File: src/rtl/vga_fb_arbiter.sv
// Frame-buffer RAM arbiter: raster-order scanout prefetch into a show-ahead FIFO,
// with every spare RAM slot handed to the pixel writer.
module vga_fb_arbiter #(
  parameter int ADDR_W   = 15,
  parameter int DATA_W   = 16,
  parameter int FB_WORDS = 19200,
  parameter int DEPTH    = 16,
  parameter int LOW_WM   = 4
) (
  input  logic              clk,
  input  logic              rst_n,
  input  logic              frame_start,
  input  logic              pix_pop,
  output logic [DATA_W-1:0] pix_data,
  output logic              pix_valid,
  output logic              underrun,
  input  logic              wr_valid,
  output logic              wr_ready,
  input  logic [ADDR_W-1:0] wr_addr,
  input  logic [DATA_W-1:0] wr_data,
  output logic              ram_en,
  output logic              ram_we,
  output logic [ADDR_W-1:0] ram_addr,
  output logic [DATA_W-1:0] ram_wdata,
  input  logic [DATA_W-1:0] ram_rdata
);

  localparam int PW = $clog2(DEPTH);
  localparam int CW = PW + 1;
  localparam logic [CW-1:0]     DEPTH_C   = CW'(DEPTH);
  localparam logic [CW-1:0]     LOW_WM_C  = CW'(LOW_WM);
  localparam logic [ADDR_W-1:0] LAST_ADDR = ADDR_W'(FB_WORDS - 1);

  logic [DATA_W-1:0] fifo_mem [DEPTH];

  logic [PW-1:0]     wr_ptr_q, wr_ptr_d;
  logic [PW-1:0]     rd_ptr_q, rd_ptr_d;
  logic [CW-1:0]     count_q, count_d;
  logic [ADDR_W-1:0] scan_addr_q, scan_addr_d;
  logic              inflight_q, inflight_d;
  logic              frame_done_q, frame_done_d;
  logic              underrun_q, underrun_d;
  logic              last_rd_q, last_rd_d;

  logic [CW-1:0]     level;
  logic              rd_elig;
  logic              grant_rd;
  logic              grant_wr;
  logic              push;
  logic              pop;

  // Grants are qualified by rst_n so every output is 0 while reset is held.
  always_comb begin
    level    = count_q + CW'(inflight_q);
    rd_elig  = !frame_done_q && (level < DEPTH_C) && !frame_start;
    grant_rd = rst_n && rd_elig && (!wr_valid || (level < LOW_WM_C) || !last_rd_q);
    grant_wr = rst_n && wr_valid && !grant_rd;
  end

  always_comb begin
    wr_ready  = grant_wr;
    ram_en    = grant_rd | grant_wr;
    ram_we    = grant_wr;
    ram_addr  = '0;
    ram_wdata = '0;
    if (grant_wr) begin
      ram_addr  = wr_addr;
      ram_wdata = wr_data;
    end else if (grant_rd) begin
      ram_addr  = scan_addr_q;
    end
    pix_valid = (count_q != '0);
    pix_data  = pix_valid ? fifo_mem[rd_ptr_q] : '0;
    underrun  = underrun_q;
  end

  always_comb begin
    push         = inflight_q && !frame_start;
    pop          = pix_pop && (count_q != '0) && !frame_start;
    wr_ptr_d     = push ? wr_ptr_q + PW'(1) : wr_ptr_q;
    rd_ptr_d     = pop  ? rd_ptr_q + PW'(1) : rd_ptr_q;
    count_d      = count_q;
    scan_addr_d  = scan_addr_q;
    frame_done_d = frame_done_q;
    underrun_d   = underrun_q;
    last_rd_d    = last_rd_q;
    inflight_d   = grant_rd;

    case ({push, pop})
      2'b10:   count_d = count_q + CW'(1);
      2'b01:   count_d = count_q - CW'(1);
      default: count_d = count_q;
    endcase

    if (pix_pop && (count_q == '0))
      underrun_d = 1'b1;

    // Alternation memory only moves when both sides actually competed.
    if (rd_elig && wr_valid)
      last_rd_d = grant_rd;

    if (grant_rd) begin
      if (scan_addr_q == LAST_ADDR) begin
        scan_addr_d  = '0;
        frame_done_d = 1'b1;
      end else begin
        scan_addr_d  = scan_addr_q + ADDR_W'(1);
      end
    end

    if (frame_start) begin
      wr_ptr_d     = '0;
      rd_ptr_d     = '0;
      count_d      = '0;
      scan_addr_d  = '0;
      frame_done_d = 1'b0;
      underrun_d   = 1'b0;
    end
  end

  always_ff @(posedge clk or negedge rst_n) begin
    if (!rst_n) begin
      wr_ptr_q     <= '0;
      rd_ptr_q     <= '0;
      count_q      <= '0;
      scan_addr_q  <= '0;
      inflight_q   <= 1'b0;
      frame_done_q <= 1'b1;
      underrun_q   <= 1'b0;
      last_rd_q    <= 1'b0;
    end else begin
      wr_ptr_q     <= wr_ptr_d;
      rd_ptr_q     <= rd_ptr_d;
      count_q      <= count_d;
      scan_addr_q  <= scan_addr_d;
      inflight_q   <= inflight_d;
      frame_done_q <= frame_done_d;
      underrun_q   <= underrun_d;
      last_rd_q    <= last_rd_d;
    end
  end

  // Storage has no reset; the count and pointers decide what is visible.
  always_ff @(posedge clk) begin
    if (push)
      fifo_mem[wr_ptr_q] <= ram_rdata;
  end

endmodule

File: config.mk
export PLATFORM = sky130hd
export DESIGN_NAME = vga_fb_arbiter
export DESIGN_NICKNAME = d
export VERILOG_FILES = /design/src/rtl/vga_fb_arbiter.sv
export SDC_FILE = /design/constraint.sdc
export NUM_CORES = 1
export LEC_CHECK = 0
export CORE_UTILIZATION = 50
export CTS_CLUSTER_DIAMETER = 30
export DETAILED_ROUTE_END_ITERATION = 10
export PLACE_DENSITY = 0.71
export SYNTH_ARGS = -nofsm -noshare
export SYNTH_HDL_FRONTEND = slang
export SYNTH_SLANG_ARGS = --single-unit
File: constraint.sdc
create_clock -name clk -period 9 [get_ports clk]
set_input_delay 1.8 -clock clk [delete_from_list [all_inputs] [get_ports clk]]
set_output_delay 1.8 -clock clk [all_outputs]
set_load 0.005 [all_outputs]
==> metrics.md, run 1 <==
| Metric | Value |
|---|---|
| Worst skew pair latency | `roughly 0.53 ns` |
| Fillers | `around 1600` |
| Synth area leaders | `edfxtp_1, mux4_2, dfrtp_1, nand2_1, and2_1` |
| Crit path DAT | `4.97 ns` |
| Pre-CTS setup slack | `roughly 2.3 ns` |
| Ys Warns | `0` |
| Mapped cell area | `about 12000 um^2` |
| Met2 Usage GRT | `about two fifths` |
| # Post-CTS Setup Buffers | `0` |
| Synth Flop Type | `edfxtp_1` |
| Initial antenna violation count | `1` |
| Synth top area share | `between 60% and 70%` |
| DR pass1 iterations | `5` |
| Crit path capture type | `output port` |
| Worst-Margin Slew | `about 1.1 ns` |
| Critical path origin | `frame_start` |
| Setup-failing EPs final | `0` |
| Pwr/cell area | `approximately 280 nW/um^2` |
| Post-DR wirelength/cell | `around 22 um` |
| Global-route wire length before repair | `around 40000 um` |
| Crit start category | `primary input` |
| Resized Gates After CTS | `0` |
| Vias in the first global route | `7280` |
| HPWL after DPL | `14700 um` |
| Hold Path Class | `reg -> reg` |
| Hold path startpoint | `last_rd_q` |
| Max_slew headroom | `between 20% and 30%` |
| Library cells used by synthesis | `50` |
| LEAKAGE | `approximately 5.0 nW` |
| Io pins | `around 100` |
| Clock root buffer | `clkbuf_16` |
| Area leader, netlist | `edfxtp_1` |
| Async SR Flop Fraction | `between 10% and 20%` |
| Met1 GRT Util | `between 20 and 30%` |
| Outcome | `completed` |
| Gr usage total | `between 20% and 30%` |
| CTS Buf Count | `49` |
| CTS clk-pin slew, worst paths | `roughly 0.05 ns` |
| Routability Congestion | `about 0.8` |
| Die Y | `around 160 um` |
| Synthesized area per cell | `17.6 um^2` |
| Setup TNS | `0 ns` |
| Hold-fix buffers at CTS | `0` |
| Core area | `23500 um^2` |
| Die X | `157 um` |
| Vias post-DR | `roughly 6800` |
| Peak supply drop | `roughly 0.14 mV` |
| Vias per std cell | `~5.8` |
| Fin crit share | `75.2%` |
| Drt drc | `0` |
| Buffers on Ports | `a little over 100` |
| Clock Sinks | `between 200 and 300` |
| Final ANT Viol Nets | `0` |
| Drt total wl | `around 26000 um` |
| Met3 Track Usage GR | `under 10%` |
| Syn Inst Count | `about 700` |
| Commonest non-fill, non-tap cell in the layout | `edfxtp_1` |
| Aggregate global routing overflow | `0` |
| Fin crit period | `6.77 ns` |
| Max Buffers Root-to-Sink | `3` |
| Die Area | `24600 um^2` |
| Crit path max fanout | `36` |
| Net Count, Synth | `about 740` |
| Initial drt markers | `583` |
| Fraction of layout cells with a size suffix above 1 | `22.9%` |
| RSZ-0062 raised after global routing | `no` |
| Final Max Slew Viols | `0` |
| Seq/Total Area, Yosys | `between 70% and 80%` |
| Nets@finish | `876` |
| Max-Cap Viols | `0` |
| Post-synthesis register bit count | `between 200 and 300` |
| Critical Setup Path Class | `in -> out` |
| Worst r2r src | `inflight_q` |
| FMAX | `~0.15 GHz` |
| Area Overhead vs Synth | `26.5%` |
| Power Total | `roughly 4.3 mW` |
| Post-synth EDFFs | `256` |
| Setup Skew | `~0.021 ns` |
| # H-tree levels | `2` |
| CTS tree | `done` |
| Fin. Hold Viols | `0` |
| Commonest non-fill, non-tap cells in the layout | `edfxtp_1, clkdlybuf4s50_1, mux4_2` |
| CP required | `just over 7 ns` |
| Largest net degree at the start of global routing | `between 40 and 50` |
| Row cnt | `between 50 and 60` |
| Setup ws final | `~2.2 ns` |
| Layer carrying the most global-route usage | `met2` |
| Initial Utilization | `between 50% and 60%` |
==> logic make-up after synthesis <==
| group | synth area share (%) |
|---|---|
| DFF | 70.7 |
| and+or+nand+nor | 7.87 |
| muxes | 15.5 |
| AOI/OAI and AO/OA | 2.65 |
| buffers and inverters | 1.75 |
| xor gates and xnor gates | 0.729 |
| adders and majority gates | 0.834 |
==> metal layers <==
metal | share of wire (%) | up-vias
met2 | 52 | 275
met4 | 2.2 | 0
li1 | - | 2993
met3 | 6.1 | 54
met1 | 39 | 3463
met5 | 0 | -
==> cell usage after synthesis (2+ instances only) <==
library cell / count
a31oi_1: 3
inv_1: 7
edfxtp_1: 256
nand4b_1: 2
xnor2_1: 4
dfrtp_1: 31
nor2_1: 33
o31ai_1: 2
o21ai_0: 10
o32ai_1: 3
clkbuf_1: 21
nand2_1: 60
nor4_1: 4
xor2_1: 6
or4_1: 3
ha_1: 8
nand4_1: 4
nor3_1: 9
or3_1: 3
buf_2: 9
buf_1: 8
o311ai_0: 3
mux4_2: 80
buf_6: 2
and2_1: 35
or2_2: 3
nand3_1: 33
mux2i_1: 3
a21oi_1: 15
o22ai_1: 2
==> stage by stage <==
step                      instance area [um^2]  util (%)  hold slack, ns  instances
after global placement                   13400      57.1           0.473       1084
after floorplan                          12000         -           0.466        682
after detailed placement                 13400      57.1           0.498       1084
final                                    15200      64.5           0.503       1177
after global routing                     15200      64.5           0.520       1177
after CTS                                15200      64.5           0.510       1176
==> worst max-delay path, stage by stage <==
cell             delay (ns)
clkdlybuf4s50_1        0.45
buf_4                  0.33
nor2_1                 0.14
nand2_1                0.09
a21o_1                 0.76
inv_1                  0.63
nand2_1                0.19
nand2_1                0.07
clkdlybuf4s50_1        0.47
==> area by class of cell <==
cell class	count	area (um^2)	area share, %
Antenna cell	1	2.50	0.0165
Sequential cell	288	8490	55.9
Timing Repair Buffer	124	1190	7.83
Clock inverter	34	409	2.69
Tap cell	319	399	2.63
Multi-Input combinational cell	346	3340	22.0
Clock buffer	58	1320	8.72
Inverter	7	26.3	0.173
==> state kept, by name, summed over array words and instances, names as in the netlist <==
signal        cells
last_rd_q         1
count_q           5
wr_ptr_q          4
frame_done_q      1
rd_ptr_q          4
underrun          1
scan_addr_q      15
inflight_q        1
fifo_mem        256
==> path summary, 6_finish.rpt <==
check                           cells past startpoint              end  slack [ns]
max in group asynchronous                           2      rd_ptr_q[0]        6.97
min in group asynchronous                           2  scan_addr_q[12]        1.69
worst max-delay path                                9      ram_addr[9]        2.23
worst min-delay path                                1        last_rd_q        0.50
worst max register to register                      6   scan_addr_q[0]        5.71
worst min register to register                      1        last_rd_q        0.50
==> power breakdown <==
part	total, mW	switching (mW)	internal (mW)
clock network	1.91	0.626	1.29
logic	0.780	0.329	0.451
registers	1.57	0.0762	1.49
Power figures use the tool's default switching activity.
==> inputs of run 2 (changes only) <==
- clock period: 9 -> 6.8 ns (I/O delays scaled with it)
==> run 2 against run 1 <==
  * Global-route usage fell by 0.084 points
  * Via count rose by 1.0%
  * Clock skew fell by 0.0085 ns
  * Critical path depth rose by 1
  * Non-clock buffer count rose by 2
  * Core utilization fell by 0.34 points
  * Sequential share of layout area rose by 0.30 points
  * Die area did not move
  * Clock-buffer cell count rose by 3
  * Register-to-register slack got worse by 2.0 ns
  * Critical path type unchanged
  * Largest cell class unchanged
  * Combinational power rose by 28%
==> metrics.md, run 2 (synthesis gave the netlist of run 1 again) <==
| Metric | Value |
|---|---|
| HPWL after DPL | `15000 um (was 14700 um)` |
| Final Max Slew Viols | `0 (unchanged)` |
| Setup Skew | `0.0125 ns (was 0.0210 ns)` |
| Reg with most FFs | `fifo_mem (unchanged)` |
| Vias post-DR | `6856 (was 6785)` |
| Core area | `23500 um^2 (unchanged)` |
| DR pass1 iterations | `5 (unchanged)` |
| Setup-failing EPs final | `0 (unchanged)` |
| Max-Cap Viols | `0 (unchanged)` |
| Row cnt | `56 (unchanged)` |
| RSZ-0062 raised after global routing | `no (unchanged)` |
| Worst-Margin Slew | `1.08 ns (was 1.06 ns)` |
| CTS clk-pin slew, worst paths | `0.04 ns (was 0.05 ns)` |
| Fin crit share | `around four fifths` |
| Vias per std cell | `5.81 (was 5.76)` |
| Clock root buffer | `clkbuf_16 (unchanged)` |
| # Post-CTS Setup Buffers | `0 (unchanged)` |
| LEAKAGE | `5.02 nW (was 5.04 nW)` |
| Int Pwr | `4.12 mW (was 3.23 mW)` |
| CTS Buf Count | `52 (was 49)` |
| Post-DR wirelength/cell | `22.2 um (was 22.4 um)` |
| # H-tree levels | `2 (unchanged)` |
| Number of diodes | `0 (was 1)` |
| Die X | `157 um (unchanged)` |
| Routability Congestion | `0.813 (was 0.812)` |
| Crit start category | `primary input (unchanged)` |
| Max Buffers Root-to-Sink | `3 (unchanged)` |
| Nets@finish | `881 (was 876)` |
| Initial Utilization | `51.0% (unchanged)` |
| Fraction of layout cells with a size suffix above 1 | `23.1% (was 22.9%)` |
| Seq pwr share | `38.4% (was 36.8%)` |
| Io pins | `104 (unchanged)` |
| Global-route wire length before repair | `40100 um (was 40200 um)` |
| Min Hold Slack | `0.517 ns (was 0.503 ns)` |
| Hold-fix buffers at CTS | `0 (unchanged)` |
| Outcome | `completed (unchanged)` |
| Buffers on Ports | `103 (unchanged)` |
| Vias in the first global route | `7125 (was 7280)` |
| NetSw | `1.36 mW (was 1.03 mW)` |
| Comb pwr share | `18.3% (about the same)` |
| Crit path DAT | `4.05 ns (was 4.97 ns)` |
| Drt drc | `0 (unchanged)` |
| Design area | `15100 um^2 (was 15200 um^2)` |
| Peak supply drop | `0.176 mV (was 0.136 mV)` |
| DP Area | `13500 um^2 (was 13400 um^2)` |
| Max_slew headroom | `28.1% (was 29.2%)` |
| Pwr/cell area | `363 nW/um^2 (was 280 nW/um^2)` |
| Initial drt markers | `655 (was 583)` |
| Fin. Hold Viols | `0 (unchanged)` |
| Regs by FF count | `fifo_mem x256, scan_addr_q x15, count_q x5 (unchanged)` |
| Resized Gates After CTS | `0 (unchanged)` |
| CP required | `5.44 ns (was 7.20 ns)` |
| Setup TNS | `0 ns (unchanged)` |
| Drt total wl | `26200 um (was 26300 um)` |
| Worst skew pair latency | `0.54 ns (was 0.53 ns)` |
| Gr usage total | `22.2% (was 22.3%)` |
| CTS tree | `done (unchanged)` |
| Fin crit period | `~5.4 ns` |
| Clock power frac | `43.3% (was 44.9%)` |
| Net Sw Frac | `24.8% (was 24.2%)` |
| Final ANT Viol Nets | `0 (unchanged)` |
| Critical Setup Path Class | `in -> out (unchanged)` |
| Die Y | `157 um (unchanged)` |
| FMAX | `0.185 GHz` |
| Crit path capture type | `output port (unchanged)` |
| Die Area | `24600 um^2 (unchanged)` |
| Hold Path Class | `reg -> reg (unchanged)` |
| Clock Sinks | `288 (unchanged)` |
| Largest net degree at the start of global routing | `45 (was 43)` |
| Commonest non-fill, non-tap cells in the layout | `edfxtp_1, clkdlybuf4s50_1, mux4_2 (unchanged)` |
| Commonest non-fill, non-tap cell in the layout | `edfxtp_1 (unchanged)` |
| Initial antenna violation count | `0 (was 1)` |
| Largest register FFs | `256 (unchanged)` |
| Crit path max fanout | `36 (unchanged)` |
| Area Overhead vs Synth | `25.8% (was 26.5%)` |
| Aggregate global routing overflow | `0 (unchanged)` |
run 2: area by class of cell:
cell class / count / area (um^2)
Inverter: 7 / 26.3
Multi-Input combinational cell: 346 / 3340
Clock inverter: 34 / 305
Tap cell: 319 / 399
Timing Repair Buffer: 126 / 1200
Fill cell: 1620 / 8440
Clock buffer: 61 / 1340
Sequential cell: 288 / 8490
run 2: final timing paths:
kind                             start               to  slack [ns]  cells after the start
max                        frame_start      ram_addr[3]        1.39                     10
min                          last_rd_q        last_rd_q        0.52                      1
max reg2reg                 count_q[2]       count_q[4]        3.73                      9
min reg2reg                  last_rd_q        last_rd_q        0.52                      1
max in group asynchronous        rst_n      rd_ptr_q[0]        5.22                      2
min in group asynchronous        rst_n  scan_addr_q[12]        1.23                      2
run 2: metal layers:
layer  track usage [%]  part of all wire [%]  vias to the layer above
met5                 0                     0                        -
met4              7.00                   2.0                        0
met3              3.52                   5.2                       60
met2              38.2                    52                      242
li1                  -                     -                     3007
met1              29.0                    40                     3547
run 2: power groups by stage:
stage	sequential, mW	clock (mW)	combinational, mW
2_1_floorplan	2.03	0	0.710
5_1_grt	2.12	2.50	1.07
3_5_place_dp	2.14	0	1.00
4_1_cts	2.11	2.41	1.01
3_3_place_gp	2.14	0	0.979
6_report	2.11	2.38	1.00
run 2: through the flow:
step	cells	total power, mW	worst slack, ns	util (%)
floorplan	682	2.74	2.94	-
global placement	1086	3.12	1.54	57.2
detailed placement	1086	3.14	1.40	57.2
CTS	1181	5.53	1.40	64.2
global route	1181	5.69	1.21	64.2
finish	1181	5.49	1.39	64.2
run 2: critical path, cell delays in order:
cell	delay, ns
clkdlybuf4s50_1	0.40
buf_4	0.25
nor2_1	0.25
nand2_1	0.08
a21o_1	0.16
buf_4	0.23
inv_1	0.57
nand2_1	0.14
nand2_1	0.10
clkdlybuf4s50_1	0.50
